<file path="src/rtl/pipe_ctrl_unit.sv">
// ============================================================================
// Module   : pipe_ctrl_unit
// Brief    : Y86-64 five-stage pipeline control: hazard stall/bubble, run/halt
//            state, latched exception code and saturating perf counters.
// Revision : 1.0 - initial release
// ============================================================================
`default_nettype none

module pipe_ctrl_unit #(
    parameter int         CNT_W  = 32,
    parameter logic [3:0] IC_NOP = 4'h1
) (
    input  logic             clk,
    input  logic             rst,
    input  logic [3:0]       D_icode,
    input  logic [3:0]       d_srcA,
    input  logic [3:0]       d_srcB,
    input  logic [3:0]       E_icode,
    input  logic [3:0]       E_dstM,
    input  logic             e_cnd,
    input  logic [3:0]       M_icode,
    input  logic [1:0]       m_stat,
    input  logic [3:0]       W_icode,
    input  logic [1:0]       W_stat,
    output logic             F_stall,
    output logic             D_stall,
    output logic             D_bubble,
    output logic             E_bubble,
    output logic             M_bubble,
    output logic             W_stall,
    output logic             set_cc_en,
    output logic             halted,
    output logic [1:0]       exc_code,
    output logic [CNT_W-1:0] cyc_cnt,
    output logic [CNT_W-1:0] ret_cnt,
    output logic [CNT_W-1:0] lu_cnt,
    output logic [CNT_W-1:0] mp_cnt
);

    localparam logic [3:0]       C_IC_MRMOVQ = 4'h5;
    localparam logic [3:0]       C_IC_POPQ   = 4'hB;
    localparam logic [3:0]       C_IC_JXX    = 4'h7;
    localparam logic [3:0]       C_IC_RET    = 4'h9;
    localparam logic [3:0]       C_REG_NONE  = 4'hF;
    localparam logic [1:0]       C_STAT_AOK  = 2'd0;
    localparam logic [CNT_W-1:0] C_CNT_MAX   = {CNT_W{1'b1}};

    typedef enum logic [0:0] {
        ST_RUN  = 1'b0,
        ST_HALT = 1'b1
    } state_t;

    state_t           state_q, state_d;
    logic [1:0]       exc_q, exc_d;
    logic [CNT_W-1:0] cyc_q, cyc_d;
    logic [CNT_W-1:0] ret_q, ret_d;
    logic [CNT_W-1:0] lu_q, lu_d;
    logic [CNT_W-1:0] mp_q, mp_d;

    logic w_lu;
    logic w_mp;
    logic w_rt;
    logic w_exm;
    logic w_exw;
    logic w_cnt_en;
    logic w_retire;

    // ------------------------------------------------------------------------
    // Hazard detection
    // ------------------------------------------------------------------------
    assign w_lu  = ((E_icode == C_IC_MRMOVQ) || (E_icode == C_IC_POPQ)) &&
                   (E_dstM != C_REG_NONE) &&
                   ((E_dstM == d_srcA) || (E_dstM == d_srcB));
    assign w_mp  = (E_icode == C_IC_JXX) && !e_cnd;
    assign w_rt  = (D_icode == C_IC_RET) || (E_icode == C_IC_RET) ||
                   (M_icode == C_IC_RET);
    assign w_exm = (m_stat != C_STAT_AOK);
    assign w_exw = (W_stat != C_STAT_AOK);

    // ------------------------------------------------------------------------
    // Run/halt FSM: next state and stage controls
    // ------------------------------------------------------------------------
    always_comb begin
        state_d   = state_q;
        exc_d     = exc_q;
        F_stall   = 1'b0;
        D_stall   = 1'b0;
        D_bubble  = 1'b0;
        E_bubble  = 1'b0;
        M_bubble  = 1'b0;
        W_stall   = 1'b0;
        set_cc_en = 1'b0;

        if (rst) begin
            // Flush every stage register while reset is held.
            state_d  = ST_RUN;
            exc_d    = C_STAT_AOK;
            D_bubble = 1'b1;
            E_bubble = 1'b1;
            M_bubble = 1'b1;
        end else begin
            case (state_q)
                ST_RUN: begin
                    F_stall   = w_lu || w_rt;
                    D_stall   = w_lu;
                    D_bubble  = w_mp || (w_rt && !w_lu);
                    E_bubble  = w_mp || w_lu;
                    M_bubble  = w_exm || w_exw;
                    W_stall   = w_exw;
                    set_cc_en = !w_exm && !w_exw;
                    if (w_exw) begin
                        state_d = ST_HALT;
                        exc_d   = W_stat;
                    end
                end
                ST_HALT: begin
                    F_stall  = 1'b1;
                    D_stall  = 1'b1;
                    W_stall  = 1'b1;
                    E_bubble = 1'b1;
                    M_bubble = 1'b1;
                end
                default: begin
                    state_d = ST_RUN;
                end
            endcase
        end
    end

    // ------------------------------------------------------------------------
    // Saturating performance counters (advance only in RUN, outside reset)
    // ------------------------------------------------------------------------
    assign w_cnt_en = !rst && (state_q == ST_RUN);
    assign w_retire = (W_icode != IC_NOP) && (W_stat == C_STAT_AOK) && !W_stall;

    always_comb begin
        cyc_d = cyc_q;
        ret_d = ret_q;
        lu_d  = lu_q;
        mp_d  = mp_q;
        if (w_cnt_en) begin
            if (cyc_q != C_CNT_MAX)             cyc_d = cyc_q + 1'b1;
            if (w_retire && (ret_q != C_CNT_MAX)) ret_d = ret_q + 1'b1;
            if (w_lu && (lu_q != C_CNT_MAX))      lu_d  = lu_q + 1'b1;
            if (w_mp && (mp_q != C_CNT_MAX))      mp_d  = mp_q + 1'b1;
        end
    end

    // ------------------------------------------------------------------------
    // State registers
    // ------------------------------------------------------------------------
    always_ff @(posedge clk) begin
        if (rst) begin
            state_q <= ST_RUN;
            exc_q   <= C_STAT_AOK;
            cyc_q   <= '0;
            ret_q   <= '0;
            lu_q    <= '0;
            mp_q    <= '0;
        end else begin
            state_q <= state_d;
            exc_q   <= exc_d;
            cyc_q   <= cyc_d;
            ret_q   <= ret_d;
            lu_q    <= lu_d;
            mp_q    <= mp_d;
        end
    end

    assign halted   = (state_q == ST_HALT);
    assign exc_code = exc_q;
    assign cyc_cnt  = cyc_q;
    assign ret_cnt  = ret_q;
    assign lu_cnt   = lu_q;
    assign mp_cnt   = mp_q;

endmodule

`default_nettype wire

</file>
<file path="config.mk">
export PLATFORM = sky130hd
export DESIGN_NAME = pipe_ctrl_unit
export DESIGN_NICKNAME = d
export VERILOG_FILES = /design/src/rtl/pipe_ctrl_unit.sv
export SDC_FILE = /design/constraint.sdc
export NUM_CORES = 1
export LEC_CHECK = 0
export CAP_MARGIN = 20
export CORE_MARGIN = 5
export CORE_UTILIZATION = 40
export CTS_CLUSTER_SIZE = 40
export DETAILED_ROUTE_END_ITERATION = 10
export GPL_TIMING_DRIVEN = 0
export PLACE_DENSITY = 0.67
export SYNTH_ARGS = -nofsm -noshare
export SYNTH_HDL_FRONTEND = slang
export SYNTH_SLANG_ARGS = --single-unit
</file>
<file path="constraint.sdc">
create_clock -name clk -period 5.9 [get_ports clk]
set_input_delay 0.885 -clock clk [delete_from_list [all_inputs] [get_ports clk]]
set_output_delay 0.885 -clock clk [all_outputs]
set_load 0.05 [all_outputs]
</file>
# Word-level counts from Yosys, hierarchy flattened
# Cells that the tools add are included.
[op_classes] addsub=4 eq_ne=14 muxes=16 bitwise=1 n_reduce_logical=33
[ops] op="$add 32x1->32 const B" n=4
[ops] op="$ne 32x32->1 const B" n=4
[ops] op="$eq 4x4->1 const B" n=4
[ops] op="$logic_and 1x1->1" n=11
[ops] op="$mux 1" n=11
[ops] op="$pmux 1 s2" n=5
[ops] op="$reduce_and 2->1" n=5
[ops] op="$eq 4x3->1 const B" n=2
[ops] op="$eq 4x4->1" n=2
[ops] op="$logic_or 1x1->1" n=8
[ops] op="$logic_not 1->1" n=6
[ops] op="$ne 4x1->1 const B" n=1
[ops] op="$ne 4x4->1 const B" n=1
[ops] op="$reduce_bool 2->1" n=2
[ops] op="$logic_not 2->1" n=1
[ops] op="$not 1->1" n=1
[word_totals] reg_bits=131 output_inout_bits=138 word_cells=74

# Depth between registers and ports, before layout
# Gate-level depths: netlist of the first run.
[depth] word_depth=9 mapped_depth=9

# Worst setup path after synthesis of the first run
# Ideal clock, no wire load.
[synth_path] path_type="input -> output" startpoint="in E_icode[1]" endpoint="out D_bubble" arrival_ps=2984 t_required_ps=5015 slack_ps=2031 stages=6 n_path_buf=1 path_cell_list="and3b_1 -> o211a_1 -> o21ai_1 -> clkbuf_1 -> a21oi_1 -> o21ai_0"
[synth_via] elab_chain_len=9 elab_cells_between_ends=15
[synth_lines] item="start, declared" line_no="18" source="input logic [3:0] E_icode,"
[synth_lines] item="$eq 4x3->1 / $eq 4x4->1 (equally long branches)" line_no="71" source="assign w_lu = ((E_icode == C_IC_MRMOVQ) || (E_icode == C_IC_POPQ)) &&"
[synth_lines] item="$logic_or 1x1->1" line_no="71"
[synth_lines] item="$logic_and 1x1->1" line_no="71"
[synth_lines] item="$logic_and 1x1->1" line_no="72" source="(E_dstM != C_REG_NONE) &&"
[synth_lines] item="$logic_not 1->1" line_no="106" source="D_bubble = w_mp || (w_rt && !w_lu);"
[synth_lines] item="$logic_and 1x1->1" line_no="106"
[synth_lines] item="$logic_or 1x1->1 (*)" line_no="106"
[synth_lines] item="$mux 1 (*)" line_no="102" source="case (state_q)"
[synth_lines] item="$mux 1 (*)" line_no="94" source="if (rst) begin"
[synth_lines] item="end, declared" line_no="27" source="output logic D_bubble,"
# Mark *: on every way between the ends. The rest lies on a longest branch, timed or not.

# Worst setup path after layout of the first run
[layout_path] startpoint="in E_dstM[1]" endpoint="out D_stall"
[layout_via] elab_chain_len=5 elab_cells_between_ends=8
[layout_lines] item="start, declared" line_no="19" source="input logic [3:0] E_dstM,"
[layout_lines] item="$ne 4x4->1 / $eq 4x4->1 (equally long branches)" line_no="72, 73"
[layout_lines] item="$logic_and 1x1->1 / $logic_or 1x1->1 (equally long branches)" line_no="71, 73"
[layout_lines] item="$logic_and 1x1->1 (*)" line_no="72"
[layout_lines] item="$pmux 1 s2 (*)" line_no="102"
[layout_lines] item="$mux 1 (*)" line_no="94"
[layout_lines] item="end, declared" line_no="26" source="output logic D_stall,"
# Marks and branches as above.

==> results.yml, run 1 <==
outcome:
  outcome: "finished clean"
worst_setup_path:
  cpPeakStageDelay_ns: 0.84
  crit_chain: "clkdlybuf4s50_1 -> xor2_1 -> nor4_1 -> o21ai_1 -> clkbuf_1 -> a21oi_1 -> clkdlybuf4s50_1"
  cp_max_fo: 10
  crit_top_cell: "clkdlybuf4s50_1"
  critPathCaptureType: "output port"
  cp_slowest_cell: "clkdlybuf4s50_1"
  worstSetupStartpointType: "primary input"
  crit_type: "primary input to output port"
  cp.required_ns: 5.02
  crit_arrival_ns: 3.94
clock_tree:
  cts-root-buf: "clkbuf_16"
  numCtsBuffers: 17
  cts_buffer_depth: 2
  hold_buffers: 0
  clk_pin_slew_ns: 0.06
  postCtsSetupBuffers: 0
  clock-sinks: 131
  htreeDepth: 4
  cts_tree: "done"
  cts_resized: 0
  clkLatencyLatePin_ns: 0.42
drt:
  wirelength_um: 22800
  vias: 7611
  drt_pass1_iterations: 5
  avgRoutedWirePerCell_um: 17.4
  remaining_drc_errors: 0
  viasPerCell: 5.80
  ant_nets: 0
  first_iter_violations: 425
floorplanning:
  die_x_um: 144
  start_util_pct: 40.3
  die_y_um: 144
  die_area_sq_um: 20700
  ioPinCount: 173
  core-area_sq_um: 17800
  placementRows: 49
logic_synthesis:
  ys_types: 56
  netlist_top_cells_count: "dfxtp_1, a21oi_1, nor2_1"
  yosysWarnings: 0
  synth.area.top_cells: "dfxtp_1, a21oi_1, mux2_2, or4_1, o31ai_1"
  syn_avg_cell_area_sq_um: 8.12
  synth_top_area_share_pct: 36.6
  synth_ff_type: "dfxtp_1"
  syn_nets: 921
  yosysMostFrequentCell: "dfxtp_1"
  synth_area_sq_um: 7160
  yosysSeqAreaShare_pct: 36.6
  synthArstFlopShare_pct: 0
  syn_inst: 882
  yosysTopAreaCell: "dfxtp_1"
  synth_edf_count: 0
  synth-seq-cells: 131
layout:
  layout.nets: 1111
  post-route-util_pct: 54.8
  multiInputGateArea_sq_um: 4260
  regArea_sq_um: 2620
  syn_to_final_growth_pct: 36.1
  diodes: 0
  drive_gt1_share_pct: 7.93
  fillers: 1701
power:
  total_power_mw: 2.08
  p_leak_nw: 2.99
  vdd_ir_drop_max_mv: 0.195
  powerDensity_nw_per_um2: 214
timing:
  whs_ns: 0.494
  max_slew_margin_pct: 33.1
  period_share_pct: 81.7
  fmax_ghz: 0.207
  tns_ns: 0
  slew_violations: 0
  setup_viol: 0
  rsz0062_at_grt: "no"
  min_period_ns: 4.82
  hold_violations: 0
  worst_slew_pin_slew_ns: 0.990
  clock_skew_ns: 0.00805
  worst_slack_ns: 1.08
place:
  io_buffers: 171
  place_ws_ns: 1.05
  place.gp.congestion: 0.841
  dp_hpwl_um: 16600
grt:
  grt_pass1_wl_um: 36200
  antenna_found_initial: 0
  grt_max_degree: 17
  grt_pass1_vias: 7006
  overflow: 0
  gr-usage-all-layers_pct: 21.8
run:
  drv_cap: 0
hold_path:
  hold_class: "register to register"
## path summary, 6_finish.rpt
check	startpoint	endpoint	cells past startpoint	slack (ns)
setup / recovery	E_dstM[1]	D_stall	7	1.08
hold / removal	ret_cnt[30]	ret_cnt[30]	2	0.49
hold reg to reg	ret_cnt[30]	ret_cnt[30]	2	0.49
setup reg to reg	mp_cnt[2]	mp_cnt[4]	6	3.01
## area by class of cell
| type | instances | share of cell area, % |
|---|---|---|
| flip-flops and latches | 131 | 26.9 |
| well taps | 229 | 2.94 |
| clock inverters | 12 | 1.37 |
| multi-input cells | 683 | 43.7 |
| repair buffers | 171 | 17.6 |
| clock buffers | 19 | 4.65 |
| plain buffers | 47 | 2.02 |
| inverters | 21 | 0.809 |
## metal layers
layer,GRT usage (%),vias to the layer above,wire length [um]
li1,-,3742,-
met1,28.7,3598,10300
met2,34.3,233,10300
met3,6.69,38,1770
met4,6.94,0,439
met5,0,-,0
## logic make-up after synthesis
kind of cell	after synthesis	share of synthesized area, %
AO/OA/AOI/OAI	207	17.7
XOR/XNOR	11	1.35
adder cells (fa/ha/maj)	4	0.699
buffers and inverters	68	3.85
flip-flops	131	36.6
multiplexers	42	6.52
AND/OR/NAND/NOR	419	33.3
## per-stage QoR
stage	cell area [sq um]	std cells
detailed placement	9160	1282
global placement	9160	1282
floorplan	7160	882
CTS	9740	1313
global route	9740	1313
finish	9740	1313
## flip-flops by register name (all words and copies together), names as in the netlist
signal / flops
exc_code: 2
lu_cnt: 32
halted: 1
mp_cnt: 32
cyc_cnt: 32
ret_cnt: 32
## power by group
group	switching, mW	internal [mW]
combinational	0.0808	0.0481
sequential	0.00561	0.889
clock	0.417	0.641
total	0.504	1.58
## worst max-delay path: cells and delay by family
family                 cells  cell delay, ns
AO/OA/AOI/OAI              2            0.61
XOR/XNOR                   1            0.19
buffers and inverters      3            1.65
AND/OR/NAND/NOR            1            0.60
## cells in the final DEF (no fill, tap or decap), types with 5 or more instances in the layout
master	n
nor3_1	13
o31ai_1	39
nor4b_1	5
and4_1	11
xor2_1	9
mux2_2	37
clkdlybuf4s50_1	171
mux2i_1	5
o21ai_0	41
or2_2	6
or3_1	43
nor2b_1	36
or4_1	42
a2111oi_0	9
a211oi_1	5
dfxtp_1	131
and2_1	6
and3_1	6
nor4_1	21
nand2_1	54
clkbuf_16	17
a21oi_1	87
nand4_1	35
clkbuf_1	39
inv_1	21
nor2_1	68
clkinvlp_4	5
nand3_1	54
(Power assumes the default switching activity.)
==> run 2, diff against run 1 <==
Clock period 5.9 ns to 4.6 ns, I/O delays scaled along.
==> results.yml, run 2 (synthesized netlist as in run 1, its figures left out) <==
clock_tree:
  cts-root-buf: "clkbuf_16"
  clkLatencyLatePin_ns: 0.42
  htreeDepth: 4
  numCtsBuffers: 17
  clock-sinks: 131
  cts_buffer_depth: 2
  clk_pin_slew_ns: 0.06
  hold_buffers: 0
  cts_tree: "done"
drt:
  wirelength_um: 22900
  remaining_drc_errors: 0
  ant_nets: 0
  viasPerCell: 5.79
  first_iter_violations: 437
  vias: 7601
  drt_pass1_iterations: 5
  avgRoutedWirePerCell_um: 17.4
worst_setup_path:
  cp.required_ns: 3.91
  crit_type: "primary input to output port"
  critPathCaptureType: "output port"
  crit_arrival_ns: 3.72
  worstSetupStartpointType: "primary input"
  cp_max_fo: 10
place:
  post_dp_cell_area_sq_um: 9160
  place.gp.congestion: 0.841
  place_ws_ns: 0.136
  placed_cells: 1282
  dp_hpwl_um: 16600
  io_buffers: 171
grt:
  overflow: 0
  grt_util_met2_pct: 34.3
  grt_max_degree: 17
  top_usage_layer: "met2"
  grt_pass1_wl_um: 36200
  grt_pass1_vias: 7006
  use_met3_pct: 6.69
  gr-usage-met1_pct: 28.7
  gr-usage-all-layers_pct: 21.8
  antenna_found_initial: 0
layout:
  final_cell_mix: "clkdlybuf4s50_1, dfxtp_1, a21oi_1"
  syn_to_final_growth_pct: 36.2
  layout.nets: 1111
  layout.cells.non_filler: 1313
  drive_gt1_share_pct: 8.03
  diodes: 0
  postLayoutCellArea_sq_um: 9750
  post-route-util_pct: 54.8
  final_common_cell: "clkdlybuf4s50_1"
timing:
  slew_violations: 0
  fmax_ghz: 0.227
  worst_slew_pin_slew_ns: 0.991
  min_period_ns: 4.41
  setup_viol: 0
  clock_skew_ns: 0.00855
  worst_slack_ns: 0.195
  hold_violations: 0
  rsz0062_at_grt: "no"
  whs_ns: 0.495
  period_share_pct: 95.8
  tns_ns: 0
  max_slew_margin_pct: 33.0
floorplanning:
  die_area_sq_um: 20700
  die_y_um: 144
  start_util_pct: 40.3
  core-area_sq_um: 17800
  ioPinCount: 173
  placementRows: 49
  die_x_um: 144
run:
  drv_cap: 0
power:
  total_power_mw: 2.67
  powerDensity_nw_per_um2: 274
  vdd_ir_drop_max_mv: 0.251
  p_leak_nw: 2.99
outcome:
  outcome: "finished clean"
hold_path:
  hold_class: "register to register"
-- run 2: changes by cell type in the layout (fill, tap and decap cells not counted) --
cell    previous run  this run
nor4_1            21        20
nor4_2             0         1
-- run 2: layout make-up --
cell class              count  area, sq um
fillers                  1702         8030
multi-input cells         683         4270
flip-flops and latches    131         2620
repair buffers            171         1710
clock buffers              19          453
well taps                 229          287
plain buffers              47          196
clock inverters            12          134
inverters                  21         78.8
-- run 2: worst max-delay path: stages --
cell	delay [ns]
clkdlybuf4s50_1	0.47
xor2_1	0.19
nor4_1	0.56
o21ai_1	0.37
clkbuf_1	0.34
a21oi_1	0.26
clkdlybuf4s50_1	0.84
-- run 2: per-layer routing --
| layer | wire length [um] | part of all wire (%) |
|---|---|---|
| met1 | 10400 | 45 |
| met2 | 10300 | 45 |
| met3 | 1770 | 7.7 |
| met4 | 461 | 2.0 |
| met5 | 0 | 0 |
-- run 2: worst paths after layout --
check / startpoint / to / slack [ns] / cells past startpoint
worst max-delay path: E_dstM[1] / D_stall / 0.19 / 7
worst min-delay path: ret_cnt[30] / ret_cnt[30] / 0.49 / 2
worst max register to register: mp_cnt[2] / mp_cnt[4] / 1.68 / 6
worst min register to register: ret_cnt[30] / ret_cnt[30] / 0.49 / 2
-- run 2: what timing repair did --
item                       CTS  global route
gates resized for setup      0             1
setup buffers                0             0
setup endpoints to repair    0             1
-- run 2: report_power, final --
part / total, mW / switching (mW) / internal, mW / leakage [nW]
sequential: 1.15 / 0.00720 / 1.14 / 1.06
combinational: 0.167 / 0.105 / 0.0619 / 1.66
clock: 1.36 / 0.537 / 0.823 / 0.273
total: 2.67 / 0.650 / 2.02 / 2.99
